## src/rtl/key_table_if.sv

```systemverilog
// Request/response bundle for key_table: insert, delete and lookup ports
// plus the registered table view that feeds the downstream index mux.
interface key_table_if #(
  parameter int NR = 4,
  parameter int KW = 8,
  parameter int IW = 3
);
  logic             ins_valid;
  logic             ins_ready;
  logic [KW-1:0]    ins_key;
  logic             ins_done;
  logic [IW-1:0]    ins_idx;
  logic             ins_dup;
  logic             del_valid;
  logic [IW-1:0]    del_idx;
  logic             look_valid;
  logic [KW-1:0]    look_key;
  logic             hit_valid;
  logic [IW-1:0]    hit_idx;
  logic [NR*KW-1:0] keys;
  logic [NR-1:0]    valid_mask;
  logic [IW-1:0]    count;
  logic             full;
  logic             empty;

  modport slave (
    input  ins_valid, ins_key, del_valid, del_idx, look_valid, look_key,
    output ins_ready, ins_done, ins_idx, ins_dup, hit_valid, hit_idx,
           keys, valid_mask, count, full, empty
  );

  modport master (
    output ins_valid, ins_key, del_valid, del_idx, look_valid, look_key,
    input  ins_ready, ins_done, ins_idx, ins_dup, hit_valid, hit_idx,
           keys, valid_mask, count, full, empty
  );
endinterface

```

## src/rtl/key_table.sv

```systemverilog
// NR-entry registered key table: lowest-free-slot insert with duplicate
// detection, delete by 1-based index, registered lowest-index lookup.
module key_slot #(
  parameter int KW = 8
) (
  input  logic          clk,
  input  logic          rst,
  input  logic          wr,
  input  logic          clr,
  input  logic [KW-1:0] ins_key,
  input  logic [KW-1:0] look_key,
  output logic          vld,
  output logic [KW-1:0] key,
  output logic          ins_hit,
  output logic          look_hit
);
  always_ff @(posedge clk or posedge rst) begin
    if (rst) begin
      vld <= 1'b0;
      key <= '0;
    end else if (clr) begin
      vld <= 1'b0;
      key <= '0;
    end else if (wr) begin
      vld <= 1'b1;
      key <= ins_key;
    end
  end

  // freed slots hold key 0, so the valid qualifier is what stops a 0 match
  assign ins_hit  = vld && (key == ins_key);
  assign look_hit = vld && (key == look_key);
endmodule

module key_table #(
  parameter int NR = 4,
  parameter int KW = 8,
  parameter int IW = 3
) (
  input logic        clk,
  input logic        rst,
  key_table_if.slave bus
);
  localparam logic [IW-1:0] NR_I = IW'(NR);

  logic [NR-1:0]          vld, ins_hit, look_hit, del_sel, del_eff, free_oh, alloc_sel;
  logic [NR-1:0][KW-1:0]  key;
  logic [IW-1:0]          cnt;
  logic                   full_w, ins_fire, dup_w, alloc;
  logic                   ins_done_q, ins_dup_q, hit_valid_q;
  logic [IW-1:0]          ins_idx_q, hit_idx_q;

  function automatic logic [IW-1:0] lowest(input logic [NR-1:0] v);
    lowest = '0;
    for (int i = NR - 1; i >= 0; i--)
      if (v[i]) lowest = IW'(i + 1);
  endfunction

  genvar g;
  generate
    for (g = 0; g < NR; g++) begin : g_slot
      assign del_sel[g] = bus.del_valid && (bus.del_idx == IW'(g + 1));
      key_slot #(.KW(KW)) u_slot (
        .clk      (clk),
        .rst      (rst),
        .wr       (alloc_sel[g]),
        .clr      (del_eff[g]),
        .ins_key  (bus.ins_key),
        .look_key (bus.look_key),
        .vld      (vld[g]),
        .key      (key[g]),
        .ins_hit  (ins_hit[g]),
        .look_hit (look_hit[g])
      );
    end
  endgenerate

  // everything below keys off pre-cycle vld, so a slot freed this cycle is
  // never picked by a same-cycle insert and alloc/delete never collide
  assign full_w    = (cnt == NR_I);
  assign ins_fire  = bus.ins_valid && !full_w;
  assign dup_w     = |ins_hit;
  assign alloc     = ins_fire && !dup_w;
  assign free_oh   = ~vld & (vld + NR'(1));
  assign alloc_sel = alloc ? free_oh : '0;
  assign del_eff   = del_sel & vld;

  always_ff @(posedge clk or posedge rst) begin
    if (rst) begin
      cnt         <= '0;
      ins_done_q  <= 1'b0;
      ins_idx_q   <= '0;
      ins_dup_q   <= 1'b0;
      hit_valid_q <= 1'b0;
      hit_idx_q   <= '0;
    end else begin
      cnt        <= cnt + IW'(alloc) - IW'(|del_eff);
      ins_done_q <= ins_fire;
      if (ins_fire) begin
        ins_idx_q <= dup_w ? lowest(ins_hit) : lowest(~vld);
        ins_dup_q <= dup_w;
      end
      hit_valid_q <= bus.look_valid;
      if (bus.look_valid) hit_idx_q <= lowest(look_hit);
    end
  end

  assign bus.ins_ready  = !full_w;
  assign bus.ins_done   = ins_done_q;
  assign bus.ins_idx    = ins_idx_q;
  assign bus.ins_dup    = ins_dup_q;
  assign bus.hit_valid  = hit_valid_q;
  assign bus.hit_idx    = hit_idx_q;
  assign bus.keys       = key;
  assign bus.valid_mask = vld;
  assign bus.count      = cnt;
  assign bus.full       = full_w;
  assign bus.empty      = (cnt == '0);
endmodule

```

## src/flat_wrapper.sv

```systemverilog
// flat-port wrapper written by rule: the top's interface ports become plain ports
module key_table_flat 
#(
  parameter int NR = 4,
  parameter int KW = 8,
  parameter int IW = 3
)
  (clk, rst, bus_ins_valid, bus_ins_key, bus_del_valid, bus_del_idx, bus_look_valid, bus_look_key, bus_ins_ready, bus_ins_done, bus_ins_idx, bus_ins_dup, bus_hit_valid, bus_hit_idx, bus_keys, bus_valid_mask, bus_count, bus_full, bus_empty);
  key_table_if #(.NR(NR), .KW(KW), .IW(IW)) bus_i ();
  input logic clk;
  input logic rst;
  input wire logic [$bits(bus_i.ins_valid)-1:0] bus_ins_valid;
  input wire logic [$bits(bus_i.ins_key)-1:0] bus_ins_key;
  input wire logic [$bits(bus_i.del_valid)-1:0] bus_del_valid;
  input wire logic [$bits(bus_i.del_idx)-1:0] bus_del_idx;
  input wire logic [$bits(bus_i.look_valid)-1:0] bus_look_valid;
  input wire logic [$bits(bus_i.look_key)-1:0] bus_look_key;
  output wire logic [$bits(bus_i.ins_ready)-1:0] bus_ins_ready;
  output wire logic [$bits(bus_i.ins_done)-1:0] bus_ins_done;
  output wire logic [$bits(bus_i.ins_idx)-1:0] bus_ins_idx;
  output wire logic [$bits(bus_i.ins_dup)-1:0] bus_ins_dup;
  output wire logic [$bits(bus_i.hit_valid)-1:0] bus_hit_valid;
  output wire logic [$bits(bus_i.hit_idx)-1:0] bus_hit_idx;
  output wire logic [$bits(bus_i.keys)-1:0] bus_keys;
  output wire logic [$bits(bus_i.valid_mask)-1:0] bus_valid_mask;
  output wire logic [$bits(bus_i.count)-1:0] bus_count;
  output wire logic [$bits(bus_i.full)-1:0] bus_full;
  output wire logic [$bits(bus_i.empty)-1:0] bus_empty;
  assign bus_i.ins_valid = bus_ins_valid;
  assign bus_i.ins_key = bus_ins_key;
  assign bus_i.del_valid = bus_del_valid;
  assign bus_i.del_idx = bus_del_idx;
  assign bus_i.look_valid = bus_look_valid;
  assign bus_i.look_key = bus_look_key;
  assign bus_ins_ready = bus_i.ins_ready;
  assign bus_ins_done = bus_i.ins_done;
  assign bus_ins_idx = bus_i.ins_idx;
  assign bus_ins_dup = bus_i.ins_dup;
  assign bus_hit_valid = bus_i.hit_valid;
  assign bus_hit_idx = bus_i.hit_idx;
  assign bus_keys = bus_i.keys;
  assign bus_valid_mask = bus_i.valid_mask;
  assign bus_count = bus_i.count;
  assign bus_full = bus_i.full;
  assign bus_empty = bus_i.empty;
  key_table #(.NR(NR), .KW(KW), .IW(IW)) u_core (.clk(clk), .rst(rst), .bus(bus_i));
endmodule
```

## config.mk

```make
export PLATFORM = sky130hd
export DESIGN_NAME = key_table_flat
export DESIGN_NICKNAME = d
export VERILOG_FILES = /design/src/rtl/key_table_if.sv /design/src/rtl/key_table.sv /design/src/flat_wrapper.sv
export SDC_FILE = /design/constraint.sdc
export NUM_CORES = 1
export LEC_CHECK = 0
export CAP_MARGIN = 20
export CORE_UTILIZATION = 50
export DETAILED_ROUTE_END_ITERATION = 6
export HOLD_SLACK_MARGIN = 0.02
export PLACE_DENSITY = 0.82
export SLEW_MARGIN = 30
export SYNTH_ARGS = -nofsm -noshare
export SYNTH_HDL_FRONTEND = slang
export SYNTH_HIERARCHICAL = 1
export SYNTH_SLANG_ARGS = --single-unit
```

## constraint.sdc

```tcl
create_clock -name clk -period 6.4 [get_ports clk]
set_input_delay 1.28 -clock clk [delete_from_list [all_inputs] [get_ports clk]]
set_output_delay 1.28 -clock clk [all_outputs]
set_load 0.005 [all_outputs]
```

==> summary.md <==
| Metric | Value |
|---|---|
| Status | `finished clean` |
| Min-delay worst type | `register to register` |
| Fillers | `450` |
| Vias after detailed routing | `~2300` |
| Met3 Track Usage GR | `0.0447` |
| GRT Resource Usage Total | `0.259` |
| Syn Std Cell Area | `between 0.002 and 0.003 sq mm` |
| Hold-fix buffers at CTS | `0` |
| Worst R2R Setup Slack | `roughly 3600 ps` |
| Pins Over Slew Limit | `0` |
| Worst path cell trace | `clkdlybuf4s50_1 -> xnor2_1 -> nand4_1 -> nor3_2 -> nor4_1 -> nand3_1 -> ha_1 -> inv_1 -> ha_1 -> inv_1 -> fa_1 -> xnor2_1 -> xnor2_1` |
| Worst Max-Slew Pin Slew | `a little over 900 ps` |
| Hold_ws | `about 500 ps` |
| Max-cap check violation count | `0` |
| Area growth syn-to-layout | `31.9%` |
| Slowest-stage cell, CP | `clkdlybuf4s50_1` |
| Net Count, Synth | `314` |
| CTS buffer count | `5` |
| CTS-repair resized insts | `0` |
| CP Data Required Time | `about 6600 ps` |
| Cell count after placement | `428` |
| Cell taking the most area after synthesis | `dfrtp_1` |
| Initial core utilization | `0.519` |
| Busiest layer in global routing | `met2` |
| Die Height | `~78 um` |
| Pre-CTS WS | `2040 ps` |
| Die X | `77.6 um` |
| Cell area after layout | `0.00377 sq mm` |
| Worst VDD drop | `0.000233 V` |
| Comb pwr share | `0.502` |
| Total iterations of the first detailed-routing run | `6` |
| Pleak | `roughly 1.5 nW` |
| Syn Area/Cell | `around 10 sq um` |
| Antenna cells | `0` |
| I/O Buffers | `74` |
| Kind of critical path | `input port to register` |
| Final #Nets | `390` |
| Setup TNS | `0 ps` |
| Post-synth cell types | `32` |
| DP Area | `roughly 0.0037 sq mm` |
| Power Density | `~430 mW/mm^2` |
| Commonest cells after routing, fill and taps aside | `clkdlybuf4s50_1 (74), xnor2_1 (66), dfrtp_1 (48)` |
| Internal power | `0.00102 W` |
| Area share of the largest cell type after synthesis | `0.420` |
| CP dominant cell by count | `xnor2_1` |
| Vias per std cell | `5.32` |
| Drt initial violations | `between 150 and 200` |
| Clk sinks | `48` |
| Routed WL | `7.28 mm` |
| M1 GR Usage | `0.338` |
| Drt drc | `0` |
| Hold Vio Cnt, Final | `0` |
| CTS Root Cell | `clkbuf_8` |
| # rows | `27` |
| Tmin final | `around 4100 ps` |
| Via count of the first global-routing pass | `2327` |
| Crit path arrival time | `approximately 4300 ps` |
| Post CTS Setup Buffer Count | `0` |
| Worst Setup Slack, final | `2340 ps` |
| Clock network fraction of design power | `0.117` |
| CTS tree | `yes` |
| Fin cells | `between 400 and 500` |
| Pin count of the biggest net entering global routing | `15` |
| Fmax | `between 0.2 and 0.25 GHz` |
| Syn Inst Count | `287` |
| Multi-input gate area | `roughly 0.0016 sq mm` |
| Die area | `approximately 0.0060 sq mm` |
| Flop pwr share | `0.381` |
| Rel. slew slack | `0.380` |
| CTS max path bufs | `2` |
| WL per Instance | `around 17 um` |
| GRT met2 Usage | `0.433` |
| RD Place Congestion | `between 0.8 and 0.9` |
| Tcrit/Tclk final | `0.635` |
| Post-synthesis sequential area ratio | `0.420` |
| GRT overflow | `0` |
| Switching part of the total | `0.370` |
| Worst setup SP type | `input port` |
| Yosys reg bits | `48` |
| Layout cells sized above 1 | `0.0687` |
| Final Skew | `approximately 12 ps` |
| Setup violators final | `0` |
| Max FO, Critical Path | `8` |
| Commonest non-fill, non-tap cell in the layout | `clkdlybuf4s50_1` |
| Clock latency at the later pin of the worst-skew pair | `310 ps` |
| H-Tree Depth | `2` |
| I/O Pins | `between 70 and 80` |
| First-pass GRT wire length | `~12 mm` |
| Post-DRT Antenna Nets | `0` |
| Dominant cells by area after synthesis | `dfrtp_1 (42%), xnor2_1 (20%), mux2i_1 (11%), nor2_1 (6.2%), nor3_2 (2.8%)` |
| Worst-path clk slew | `about 80 ps` |
| Max incr delay on CP | `780 ps` |
| Sequential Area | `0.00120 sq mm` |
| Psw | `between 0.0005 and 0.0006 W` |
| Core outline area | `0.00551 sq mm` |
| Yosys warnings | `6` |
| Critical path endpoint category | `register` |
| Initial antenna violation count | `0` |
| HPWL after DPL | `between 5 and 6 mm` |
| RSZ-0062 raised after global routing | `false` |
[worst max-delay path: cells and delay by family]
kind,cells,cell delay (ps)
xor gates and xnor gates,3,480
adders and majority gates,3,880
buffers and inverters,3,890
and+or+nand+nor,4,780
[cells by family after synthesis]
logic type               synth area share
buffers and inverters              0.0341
flip-flops                          0.420
AO/OA/AOI/OAI                      0.0324
adder cells (fa/ha/maj)            0.0158
multiplexers                        0.116
XOR/XNOR                            0.202
AND/OR/NAND/NOR                     0.179
[state kept, by name, indices dropped and copies added (netlist names)]
register and cells:
u_core/bus.ins_idx 3, u_core/bus.ins_done 1, u_core/g_slot.u_slot/key 32, u_core/bus.hit_idx 3, u_core/bus.count 3, u_core/bus.ins_dup 1, u_core/bus.hit_valid 1, u_core/g_slot.u_slot/vld 4
[area by class of cell]
class	count	area share
Inverter	14	0.0139
Clock buffer	6	0.0219
Sequential cell	48	0.319
Timing Repair Buffer	77	0.202
Multi-Input combinational cell	217	0.417
Clock inverter	2	0.00266
Tap cell	72	0.0239
[synth_stat cells]
cell and n:
nor3b_1 1, o21a_1 2, a221oi_1 1, clkbuf_1 4, nand4_1 8, nand3_1 9
mux2i_1 32, o21ai_0 4, nand2b_1 4, ha_1 2, or3_1 1, dfrtp_1 48
fa_1 1, xnor2_1 66, nand3b_1 1, o41ai_2 1, mux2_2 1, nand2_1 13
nand4b_1 1, nor3_1 5, nor2b_1 1, or3_4 1, buf_4 4, inv_1 13
a311oi_1 1, o22a_1 1, a21oi_1 3, inv_2 1, nor3_2 8, or3b_1 1
nor2_1 47, nor4_1 1
[power groups by stage]
stage               combinational (W)  clock (W)  sequential, W
floorplan                    0.000444          0       0.000597
global placement             0.000785          0       0.000621
detailed placement           0.000811          0       0.000622
CTS                          0.000816   0.000189       0.000617
global route                 0.000886   0.000203       0.000639
finish                       0.000811   0.000189       0.000616
[stage by stage]
step                       util  total power [W]
final                     0.685          0.00162
after global routing      0.685          0.00173
after CTS                 0.685          0.00162
after detailed placement  0.668          0.00143
after global placement    0.666          0.00141
after floorplan               -          0.00104
[per-layer routing]
metal  up-vias  routed length (um)  part of all wire
li1       1108                   -                 -
met1      1117                3220              0.44
met2        81                3520              0.48
met3        12                 395             0.054
met4         0                 153             0.021
met5         -                   0                 0
[final timing paths]
check,from,to,cells past startpoint
max,bus_ins_key[0],u_core/bus.count[2],13
min,u_core/bus.ins_dup,u_core/bus.ins_dup,1
max reg2reg,u_core/g_slot[2].u_slot/key[7],u_core/bus.count[2],12
min reg2reg,u_core/bus.ins_dup,u_core/bus.ins_dup,1
max in group asynchronous,rst,u_core/bus.hit_idx[2],2
min in group asynchronous,rst,u_core/g_slot[2].u_slot/key[0],2
Power figures use the tool's default switching activity.
